--- config.mk ---
export PLATFORM = sky130hd
export DESIGN_NAME = regfile8_onehot
export DESIGN_NICKNAME = d
export VERILOG_FILES = /design/src/rtl/regfile8_onehot.sv
export SDC_FILE = /design/constraint.sdc
export NUM_CORES = 1
export LEC_CHECK = 0
export CAP_MARGIN = 20
export CORE_AREA = 10 10 282 284
export CTS_CLUSTER_DIAMETER = 30
export DETAILED_ROUTE_END_ITERATION = 10
export DIE_AREA = 0 0 292 294
export GPL_ROUTABILITY_DRIVEN = 0
export MAX_ROUTING_LAYER = met4
export SYNTH_ARGS = -nofsm -noshare
export SYNTH_HDL_FRONTEND = slang
export SYNTH_SLANG_ARGS = --single-unit
--- constraint.sdc ---
create_clock -name clk -period 7.05 [get_ports clk]
set_input_delay 1.0575 -clock clk [delete_from_list [all_inputs] [get_ports clk]]
set_output_delay 1.0575 -clock clk [all_outputs]
set_load 0.01 [all_outputs]
--- src/rtl/regfile8_onehot.sv ---
// 8-entry x WIDTH register file with one one-hot write port and two
// registered read ports. The entry at ZERO_REG always reads as zero.
// A write select with more than one bit set is dropped, and it sets a sticky
// error flag.
// Optional feature: define REGFILE_BYPASS_EN to forward an accepted write to
// a read of the same index in the same cycle (write-first).
module regfile8_onehot #(
  parameter int WIDTH    = 64,
  parameter int ZERO_REG = 7
) (
  input  logic             clk,
  input  logic             reset,
  input  logic [7:0]       wr_sel,
  input  logic [WIDTH-1:0] wr_data,
  input  logic             rd_req,
  input  logic [2:0]       rd_addr_a,
  input  logic [2:0]       rd_addr_b,
  output logic [WIDTH-1:0] rd_data_a,
  output logic [WIDTH-1:0] rd_data_b,
  output logic             rd_valid,
  output logic             err_multi
);

  localparam logic [2:0] ZERO_IDX = 3'(ZERO_REG);

  // True when exactly one bit of the select is set.
  function automatic logic is_onehot(input logic [7:0] sel);
    return (sel != 8'h00) && ((sel & (sel - 8'h01)) == 8'h00);
  endfunction

  // True when two or more bits of the select are set.
  function automatic logic is_multihot(input logic [7:0] sel);
    return (sel != 8'h00) && ((sel & (sel - 8'h01)) != 8'h00);
  endfunction

  logic [WIDTH-1:0] mem_q [8];
  logic [WIDTH-1:0] mem_d [8];
  logic [WIDTH-1:0] rd_data_a_q, rd_data_a_d;
  logic [WIDTH-1:0] rd_data_b_q, rd_data_b_d;
  logic             rd_valid_q, rd_valid_d;
  logic             err_multi_q, err_multi_d;
  logic             wr_multi_s, wr_accept_s;
  logic [WIDTH-1:0] val_a_s, val_b_s;
`ifdef REGFILE_BYPASS_EN
  logic             fwd_a_s, fwd_b_s;
`endif

  // Classify the write select: an accepted write is one-hot and does not target the zero entry.
  always_comb begin
    wr_multi_s  = is_multihot(wr_sel);
    wr_accept_s = is_onehot(wr_sel) && !wr_sel[ZERO_IDX];
  end

  // Next state of each entry; the zero entry is held at 0 permanently.
  always_comb begin
    for (int i = 0; i < 8; i++) begin
      if (i == ZERO_REG) begin
        mem_d[i] = '0;
      end else if (wr_accept_s && wr_sel[i]) begin
        mem_d[i] = wr_data;
      end else begin
        mem_d[i] = mem_q[i];
      end
    end
  end

`ifdef REGFILE_BYPASS_EN
  // Forward only accepted writes, and decide separately for each port.
  always_comb begin
    fwd_a_s = wr_accept_s && wr_sel[rd_addr_a];
    fwd_b_s = wr_accept_s && wr_sel[rd_addr_b];
  end
`endif

  // Resolve the value that each read port returns this cycle.
  always_comb begin
    if (rd_addr_a == ZERO_IDX) begin
      val_a_s = '0;
`ifdef REGFILE_BYPASS_EN
    end else if (fwd_a_s) begin
      val_a_s = wr_data;
`endif
    end else begin
      val_a_s = mem_q[rd_addr_a];
    end
    if (rd_addr_b == ZERO_IDX) begin
      val_b_s = '0;
`ifdef REGFILE_BYPASS_EN
    end else if (fwd_b_s) begin
      val_b_s = wr_data;
`endif
    end else begin
      val_b_s = mem_q[rd_addr_b];
    end
  end

  // Next state of the read outputs (they hold when idle) and of the sticky error.
  always_comb begin
    rd_valid_d = rd_req;
    if (rd_req) begin
      rd_data_a_d = val_a_s;
      rd_data_b_d = val_b_s;
    end else begin
      rd_data_a_d = rd_data_a_q;
      rd_data_b_d = rd_data_b_q;
    end
    err_multi_d = err_multi_q | wr_multi_s;
  end

  // State update; a synchronous reset overrides any write or read in the same cycle.
  always_ff @(posedge clk) begin
    if (!reset) begin
      for (int i = 0; i < 8; i++) begin
        mem_q[i] <= '0;
      end
      rd_data_a_q <= '0;
      rd_data_b_q <= '0;
      rd_valid_q  <= 1'b0;
      err_multi_q <= 1'b0;
    end else begin
      for (int i = 0; i < 8; i++) begin
        mem_q[i] <= mem_d[i];
      end
      rd_data_a_q <= rd_data_a_d;
      rd_data_b_q <= rd_data_b_d;
      rd_valid_q  <= rd_valid_d;
      err_multi_q <= err_multi_d;
    end
  end

  assign rd_data_a = rd_data_a_q;
  assign rd_data_b = rd_data_b_q;
  assign rd_valid  = rd_valid_q;
  assign err_multi = err_multi_q;

endmodule

==> out/metrics.cfg <==
[global_route]
grt_pass1_wl_mm=133.3
antenna_found_initial=1
grt_pass1_vias=21920
grt_usage_pct=20.51
grt.overflow.total=0
grt_max_degree=95

[worst_hold_path]
min_path_type=flip-flop to flip-flop
worstHoldPathCells=2

[routing]
vias=20810
drc=0
drt_wl_total_mm=87.99
drt_first_pass_iters=6
via_per_inst=5.592
postRouteAntennaNets=0
drtIter0Drc=2011
wl_per_cell_um=23.65

[setup_path]
path_delay_family=simple AND/OR/NAND/NOR gates
reg2regPathDepth=3
path_class=input port to flip-flop
cp-start-kind=input port
reg2reg_from=mem_q[3][62]
cpPeakStageDelay_ns=1.00
path_cells=clkdlybuf4s50_1 > maj3_1 > o21ai_0 > nand3_4 > nand2_4
reg2reg_slack_ns=5.38
critPathBufInv=1
cp.required_ns=7.31
arrival_ns=4.33
cp-end-kind=flip-flop
critPathMaxFanout=64
cpMaxStageDelayCell=nand2_4

[floorplan]
num_rows=100
dieArea_um2=85850
core-area_um2=73950
start_util_pct=38.61
dieWidth_um=292
io_pins=211
die_y_um=294

[logic_synthesis]
synth.distinct_cells=35
ys_seq_area_share_pct=56.37
synthFlopType=edfxtp_1
synth_edf_count=448
syn_nets=2581
syn-cell-area_um2=28550
synth-seq-cells=580
syn_area_per_cell_um2=11.42
yosysWarnings=0
async_flop_share_pct=0
syn_inst=2500

[timing]
setup_ws_ns=2.986
period_share_pct=57.65
fmax_mhz=246.0
max_slew_margin_pct=24.24
fin_tns_setup_ns=0
fin_skew_ns=0.02115
rsz0062_at_grt=false
hold_violations=0
setup_viol=0
layout_min_cycle_time_ns=4.064
slew_violations=0
worst_pin_slew_ns=1.136

[final_layout]
syn2layout_area_growth_pct=24.73
drive_above_1_share_pct=20.65
final_nets=2726

[flow_run]
maxCapViolCount=0

[power_and_ir_drop]
finalPower_mw=10.71
vdd_drop_max_mv=0.1861
power_density_nw_per_um2=300.7
leakagePower_nw=12.64

[placed_design]
dp_hpwl_mm=49.97
pre_cts_ws_ns=2.314
io_buffers=210

[cts]
clock_latency_ns=0.67
cts_tree=built
cts_root_buf=clkbuf_16
cts_resized=0
clk_pin_slew_worst_paths_ns=0.05
cts_sinks=580
cts.path.max_buffers=3
numCtsBuffers=121
post_cts_buffers=0
htreeDepth=3
hold_buffers=0

[outcome]
outcome=complete, no violations

==> layer usage <==
metal	part of all wire [%]	GRT usage (%)	vias up
li1	-	-	9304
met1	44	26.29	10560
met2	48	33.36	835
met3	6.7	3.084	111
met4	1.8	6.111	0
met5	0	-	-
==> how the worst max path moves through the flow <==
stage,startpoint,end,slack [ns],cells past startpoint
2_1_floorplan,wr_sel[3],mem_q[6][0],0.17,3
3_5_place_dp,wr_sel[3],mem_q[3][44],2.31,5
3_3_place_gp,wr_sel[4],mem_q[3][43],2.30,5
5_1_grt,wr_sel[3],mem_q[3][56],2.85,5
4_1_cts,wr_sel[3],mem_q[4][28],3.02,5
6_report,wr_sel[4],mem_q[3][56],2.99,5
==> cells in the final DEF, fill, tap and decap left out, types with 67 or more instances in the layout <==
cell type	synthesis	layout
nand2_1	137	130
clkdlybuf4s50_1	0	204
inv_1	129	129
o22ai_1	128	128
edfxtp_1	448	448
dfxtp_1	132	130
mux2_2	189	189
clkbuf_16	0	124
mux2i_1	67	67
nor2_1	450	450
nor2b_1	191	190
==> worst register-to-register path, cell delays in order (launching register included) <==
cell and delay [ns]:
edfxtp_1 0.39, mux4_2 0.49, o21ai_0 0.48, a21oi_1 0.13
==> synth_stat cells (all sizes together), types with 3 or more instances <==
library cell  instances  area, um2
o21ai                 6      30.03
o22ai               128      800.8
mux4                 64       1441
clkbuf              167      626.9
o221ai               64      560.5
mux2i                67      670.6
buf                  48      239.0
dfxtp               132       2643
nand3                 5      25.02
o211ai               64      480.5
nor2b               191       1195
or2                  63      394.1
nor2                450       1689
edfxtp              448      13450
a32o                 62      620.6
nand2               137      514.2
nand2b                3      18.77
inv                 129      484.2
and2                 65      406.6
mux2                189       2128
==> logic make-up (layout without fill, tap and decap cells) <==
family | count (synthesis) | count (layout) | share of synthesized area [%]
buffers and inverters | 344 | 595 | 4.728
multiplexers | 320 | 320 | 14.85
AO/OA/AOI/OAI | 330 | 330 | 8.869
flip-flops | 580 | 580 | 56.37
other | 0 | 1 | 0
adder cells (fa/ha/maj) | 2 | 2 | 0.07012
AND/OR/NAND/NOR | 924 | 924 | 15.11
==> through the flow <==
stage               area [um2]  hold slack (ns)  util (%)  instances
finish                   35610           0.4709     48.16       3721
global route             35610           0.5135     48.16       3720
CTS                      35540           0.4756     48.06       3717
detailed placement       31410           0.4655     42.47       3488
global placement         31360           0.4646     42.41       3486
floorplan                28550           0.4424         -       2500
==> power by group <==
part / switching, mW / total (mW) / internal, mW
Clock: 1.87 / 5.67 / 3.80
Sequential: 0.106 / 4.01 / 3.90
Combinational: 0.563 / 1.04 / 0.473
==> layout make-up <==
cell class / count / area, um2
flip-flops and latches: 580 / 16100
repair buffers: 237 / 2421
clock buffers: 141 / 3187
inverters: 129 / 484.2
multi-input cells: 1576 / 11260
clock inverters: 88 / 940.9
fillers: 6549 / 38330
diodes: 1 / 2.502
well taps: 969 / 1212
Note: power is estimated with default switching activity, not from simulation.
==> edit 1 (same settings) <==
Make the reset (`reset`) asynchronous in one clocked block. Comments in the files are not updated.
--- a/src/rtl/regfile8_onehot.sv
+++ b/src/rtl/regfile8_onehot.sv
@@ -108,7 +108,7 @@
   end
 
   // State update; a synchronous reset overrides any write or read in the same cycle.
-  always_ff @(posedge clk) begin
+  always_ff @(posedge clk or negedge reset) begin
     if (!reset) begin
       for (int i = 0; i < 8; i++) begin
         mem_q[i] <= '0;
Behaviour: differs if reset is asserted again (counterexample within 4 cycles, from zero or initial values and one cycle with reset low); with reset held inactive, the same outputs for 4 cycles.
==> edit 1 against the original RTL <==
- non-clock buffer count increased by 4
- first-iteration DRC count decreased by 36%
- setup slack improved by 0.54 ns
- cell area rose by 6.8%
- wire length shrank 1.6%
- synthesized area rose by 5.9%
- sequential cell count shrank 2
- critical endpoint is now mem_q[476]
- synthesized cell count shrank 15%
- total power increased by 13%
- global-route usage is 0.17 points higher
- sequential power shrank 4%
- largest cell class is now multi-input gates
- clock skew rose by 0.0038 ns
==> edit 1: results (changes against the original RTL) <==
setup_path:
  cpPeakStageDelay_ns: 0.89  # was 1.00 ns
  slowest_stage: "and4_4"  # was nand2_4
  critPathMaxFanout: 35  # was 64
run_status:
  status: "finished clean"  # unchanged
placement:
  dp_hpwl_um: 47200  # was 50000 µm
  dp.cells: 3159  # was 3488
  post-place-ws_ns: 2.81  # was 2.31 ns
synth:
  yosys_warnings: 0  # unchanged
  ys_types: 31  # was 35
  synth_area_leader_cell: "dfrtp_1"  # was edfxtp_1
  postSynthAreaPerCell_um2: 14.2  # was 11.4 µm²
  synth_enable_flop_cells: 0  # was 448
  syn_nets: 2204  # was 2581
  synthArstFlopShare: 1.00  # was 0
  synthTopCellsByCount: "dfrtp_1, mux2_4, mux2i_1, mux2_2, clkbuf_1"  # was nor2_1, edfxtp_1, nor2b_1, mux2_2, clkbuf_1
  ys_seq_area_frac: 0.478  # was 0.564
min_path:
  hold_path_class: "primary input to asynchronous set/reset pin"  # was register to register
drt:
  drt-total-wl_um: 86600  # was 88000 µm
  wl_met3_um: 4700  # was 5880 µm
  drt_pass1_iterations: 5  # was 6
  dr_wl_met2_um: 41500  # was 42100 µm
  drtIter0Drc: 1289  # was 2011
  avgViaCountPerCell: 5.62  # was 5.59
  wl_met1_um: 38400  # about the same
global_route:
  grt_pass1_vias: 21396  # was 21917
  grt_pass1_wl_um: 135000  # was 133000 µm
  antenna_found_initial: 9  # was 1
  grt_max_degree: 177  # was 95
  track_usage: 0.207  # was 0.205
layout:
  drive_above_1_share: 0.357  # was 0.206
  largest_register_ffs: 448
  nFillCells: 6105  # was 6549
  num-nets-final: 2419  # was 2726
  stdcell_count: 3436  # was 3721
clock_network:
  clock_latency_ns: 0.71  # was 0.67 ns
  htreeDepth: 4  # was 3
sta:
  finClkSkew_ns: 0.0249  # was 0.0211 ns
power:
  p_leak_uw: 0.0177  # was 0.0126 µW
  ir_drop_v: 0.000203  # was 0.000186 V
[edit 1: cell types whose count changed in the layout (fill, tap and decap cells not counted), moves of 126 or more]
cell / unedited run / this run
dfrtp_1: 0 / 578
mux2i_1: 67 / 193
nor2b_1: 190 / 64
edfxtp_1: 448 / 0
nor2_1: 450 / 68
o22ai_1: 128 / 0
dfxtp_1: 130 / 0
nand2_1: 130 / 0
inv_1: 129 / 1
mux2_4: 0 / 420
[edit 1: final timing paths]
path                            endpoint  depth (start not counted)       start  slack, ns
max reg2reg                rd_data_a[46]                          3  mem_q[494]       5.73
max in group asynchronous     mem_q[288]                          2       reset       5.07
max                           mem_q[476]                          5   wr_sel[2]       3.53
min                           mem_q[315]                          1       reset       0.38
min reg2reg                    err_multi                          1   err_multi       0.47
min in group clk               err_multi                          1   err_multi       0.47
[edit 1: final cells by class]
type / instances / area, µm² / area share
multi-input cells: 1370 / 14600 / 0.385
diodes: 10 / 25.0 / 0.000658
flip-flops and latches: 578 / 14500 / 0.380
clock buffers: 186 / 4100 / 0.108
repair buffers: 241 / 2430 / 0.0638
clock inverters: 81 / 1160 / 0.0306
well taps: 969 / 1210 / 0.0319
inverters: 1 / 3.75 / 0.0000987
[edit 1: through the flow]
stage	cell area, µm²	util
2_1_floorplan	30200	-
3_3_place_gp	32700	0.443
3_5_place_dp	32700	0.443
4_1_cts	38000	0.514
5_1_grt	38000	0.514
6_report	38000	0.514
[edit 1: worst register-to-register path, stage by stage (launching register included)]
cell and delay (ns):
dfrtp_1 0.43, mux4_2 0.49, a21oi_1 0.14, o21ai_0 0.09
[edit 1: kinds of logic after synthesis]
family	synth area share
multiplexers	0.355
buffers and inverters	0.0390
AND/OR/NAND/NOR	0.0427
AO/OA/AOI/OAI	0.0855
flip-flops	0.478
[edit 1: power by group]
group / internal [µW] / total (µW) / switching (µW) / leakage [µW]
Sequential: 3600 / 3830 / 228 / 0.00779
Clock: 4970 / 7080 / 2120 / 0.00254
Combinational: 661 / 1170 / 511 / 0.00735
[edit 1: per-layer routing]
metal	track usage	up-vias
met5	-	-
met4	0.0743	0
met3	0.0452	143
met2	0.325	556
met1	0.261	10190
li1	-	8421
==> edit 2 (config.mk and constraints unchanged) <==
Made on the original files. Build with the macro `REGFILE_BYPASS_EN` defined.
--- a/src/rtl/regfile8_onehot.sv
+++ b/src/rtl/regfile8_onehot.sv
@@ -4,6 +4,8 @@
 // error flag.
 // Optional feature: define REGFILE_BYPASS_EN to forward an accepted write to
 // a read of the same index in the same cycle (write-first).
+`define REGFILE_BYPASS_EN
+
 module regfile8_onehot #(
   parameter int WIDTH    = 64,
   parameter int ZERO_REG = 7
Formal check against the unedited RTL: not equivalent (a bounded check fails within 4 cycles, from zero or initial values and one cycle with reset low).
==> edit 2 against the original RTL <==
- hold slack got worse by 0.0068 ns
- sequential cell count fell by 2
- setup slack got worse by 0.37 ns
- critical path depth rose by 3
- critical endpoint is now mem_q[1][27]
- synthesized area fell by 3.4%
- total power fell by 3.0%
- wire length fell by 3.6%
- die area did not move
- count of clock-buffer cells in the layout rose by 7
- cell area fell by 3.1%
- first-iteration DRC count fell by 9.9%
- sequential share of layout area rose by 1.3 points
==> edit 2: results (changes against the original RTL) <==
run_status:
  status: "finished clean"  # unchanged
synth:
  synthTopCellsByArea: "edfxtp_1, mux4_2, dfxtp_1"  # was edfxtp_1, dfxtp_1, mux2_2
  syn_nets: 2303  # was 2581
  ys_seq_area_frac: 0.582  # was 0.564
  synthTopCellsByCount: "edfxtp_1, nor2_1, nand2_1, mux2i_1, mux4_2"  # was nor2_1, edfxtp_1, nor2b_1, mux2_2, clkbuf_1
global_route:
  grt_max_degree: 86  # was 95
  grt_pass1_vias: 20720  # was 21917
  track_usage: 0.199  # was 0.205
  grt_pass1_wl_um: 129000  # was 133000 µm
layout:
  drive_above_1_share: 0.179  # was 0.206
  antenna_cells: 0  # was 1
  num-nets-final: 2478  # was 2726
power:
  p_leak_uw: 0.0122  # was 0.0126 µW
  ir_drop_v: 0.000179  # was 0.000186 V
  switchingPower_uw: 2510  # was 2540 µW
setup_path:
  rrSetupSlack_ns: 5.30  # was 5.38 ns
  cpPeakStageDelay_ns: 0.75  # was 1.00 ns
  arrival_ns: 4.83  # was 4.33 ns
  slowest_stage: "buf_4"  # was nand2_4
  critPathMaxFanout: 65  # was 64
drt:
  via_count: 19676  # was 20809
  wl_per_cell_um: 24.5  # was 23.6 µm
sta:
  max-slew-margin-rel: 0.265  # was 0.242
clock_network:
  cts-buffers-inserted: 115  # was 121
placement:
  dp_hpwl_um: 49000  # was 50000 µm
  post-place-ws_ns: 1.96  # was 2.31 ns
-- edit 2: cell count changes after synthesis, moves of 122 or more --
cell     before  now
nor2b_1     191    3
mux2_2      189    2
nand2_1     137  335
o22ai_1     128    0
o21ai_0       6  128
mux2i_1      67  191
-- edit 2: per-layer routing --
metal	GRT usage	part of all wire	routed length, µm	up-vias
li1	-	-	-	8636
met5	-	0	0	-
met2	0.327	0.49	41600	900
met1	0.243	0.40	33700	10004
met3	0.0404	0.086	7300	136
met4	0.0694	0.026	2180	0
-- edit 2: worst max-delay path: cells and delay by family --
kind                   cells  cell delay, ns
AO/OA/AOI/OAI              1            0.53
buffers and inverters      3            1.68
AND/OR/NAND/NOR            4            1.52
-- edit 2: stage by stage --
step / power, µW / utilization / cells / instance area (µm²)
after floorplan: 4610 / - / 2222 / 27600
after global placement: 5010 / 0.411 / 3242 / 30400
after detailed placement: 5050 / 0.413 / 3246 / 30500
after CTS: 10400 / 0.466 / 3465 / 34400
after global routing: 10700 / 0.467 / 3468 / 34500
final: 10400 / 0.467 / 3468 / 34500
-- edit 2: cell families (layout without fill, tap and decap cells) --
| group | Yosys count | after routing | share of synthesized area |
|---|---|---|---|
| adders and majority gates | 1 | 1 | 0.000363 |
| DFF | 578 | 578 | 0.582 |
| muxes | 325 | 325 | 0.178 |
| AOI/OAI and AO/OA | 332 | 332 | 0.0972 |
| buffers and inverters | 252 | 529 | 0.0395 |
| and+or+nand+nor | 734 | 734 | 0.103 |
-- edit 2: area by class of cell --
type                       instances  area (µm²)  share of cell area
clock buffer                     148        3240              0.0939
clock inverter                    71         684              0.0198
inverter                          65         244             0.00707
multi-input combinational       1392       10600               0.306
sequential                       578       16100               0.465
tap                              969        1210              0.0351
timing repair buffer             245        2520              0.0730
-- edit 2: how the worst max path moves through the flow --
stage / to / slack (ns) / from
CTS: mem_q[1][35] / 2.64 / wr_sel[0]
global route: rd_data_a[56] / 2.47 / wr_sel[1]
floorplan: mem_q[0][0] / 2.68 / wr_sel[1]
detailed placement: mem_q[1][25] / 1.96 / wr_sel[0]
finish: mem_q[1][27] / 2.62 / wr_sel[0]
global placement: mem_q[1][24] / 1.99 / wr_sel[1]
-- edit 2: power by group through the flow --
stage                     Clock, µW  Combinational (µW)  Sequential (µW)
final                          5400                 980             4010
after detailed placement          0                 979             4070
after global routing           5620                1050             4030
after floorplan                   0                 548             4060
after CTS                      5440                 982             4010
after global placement            0                 958             4050
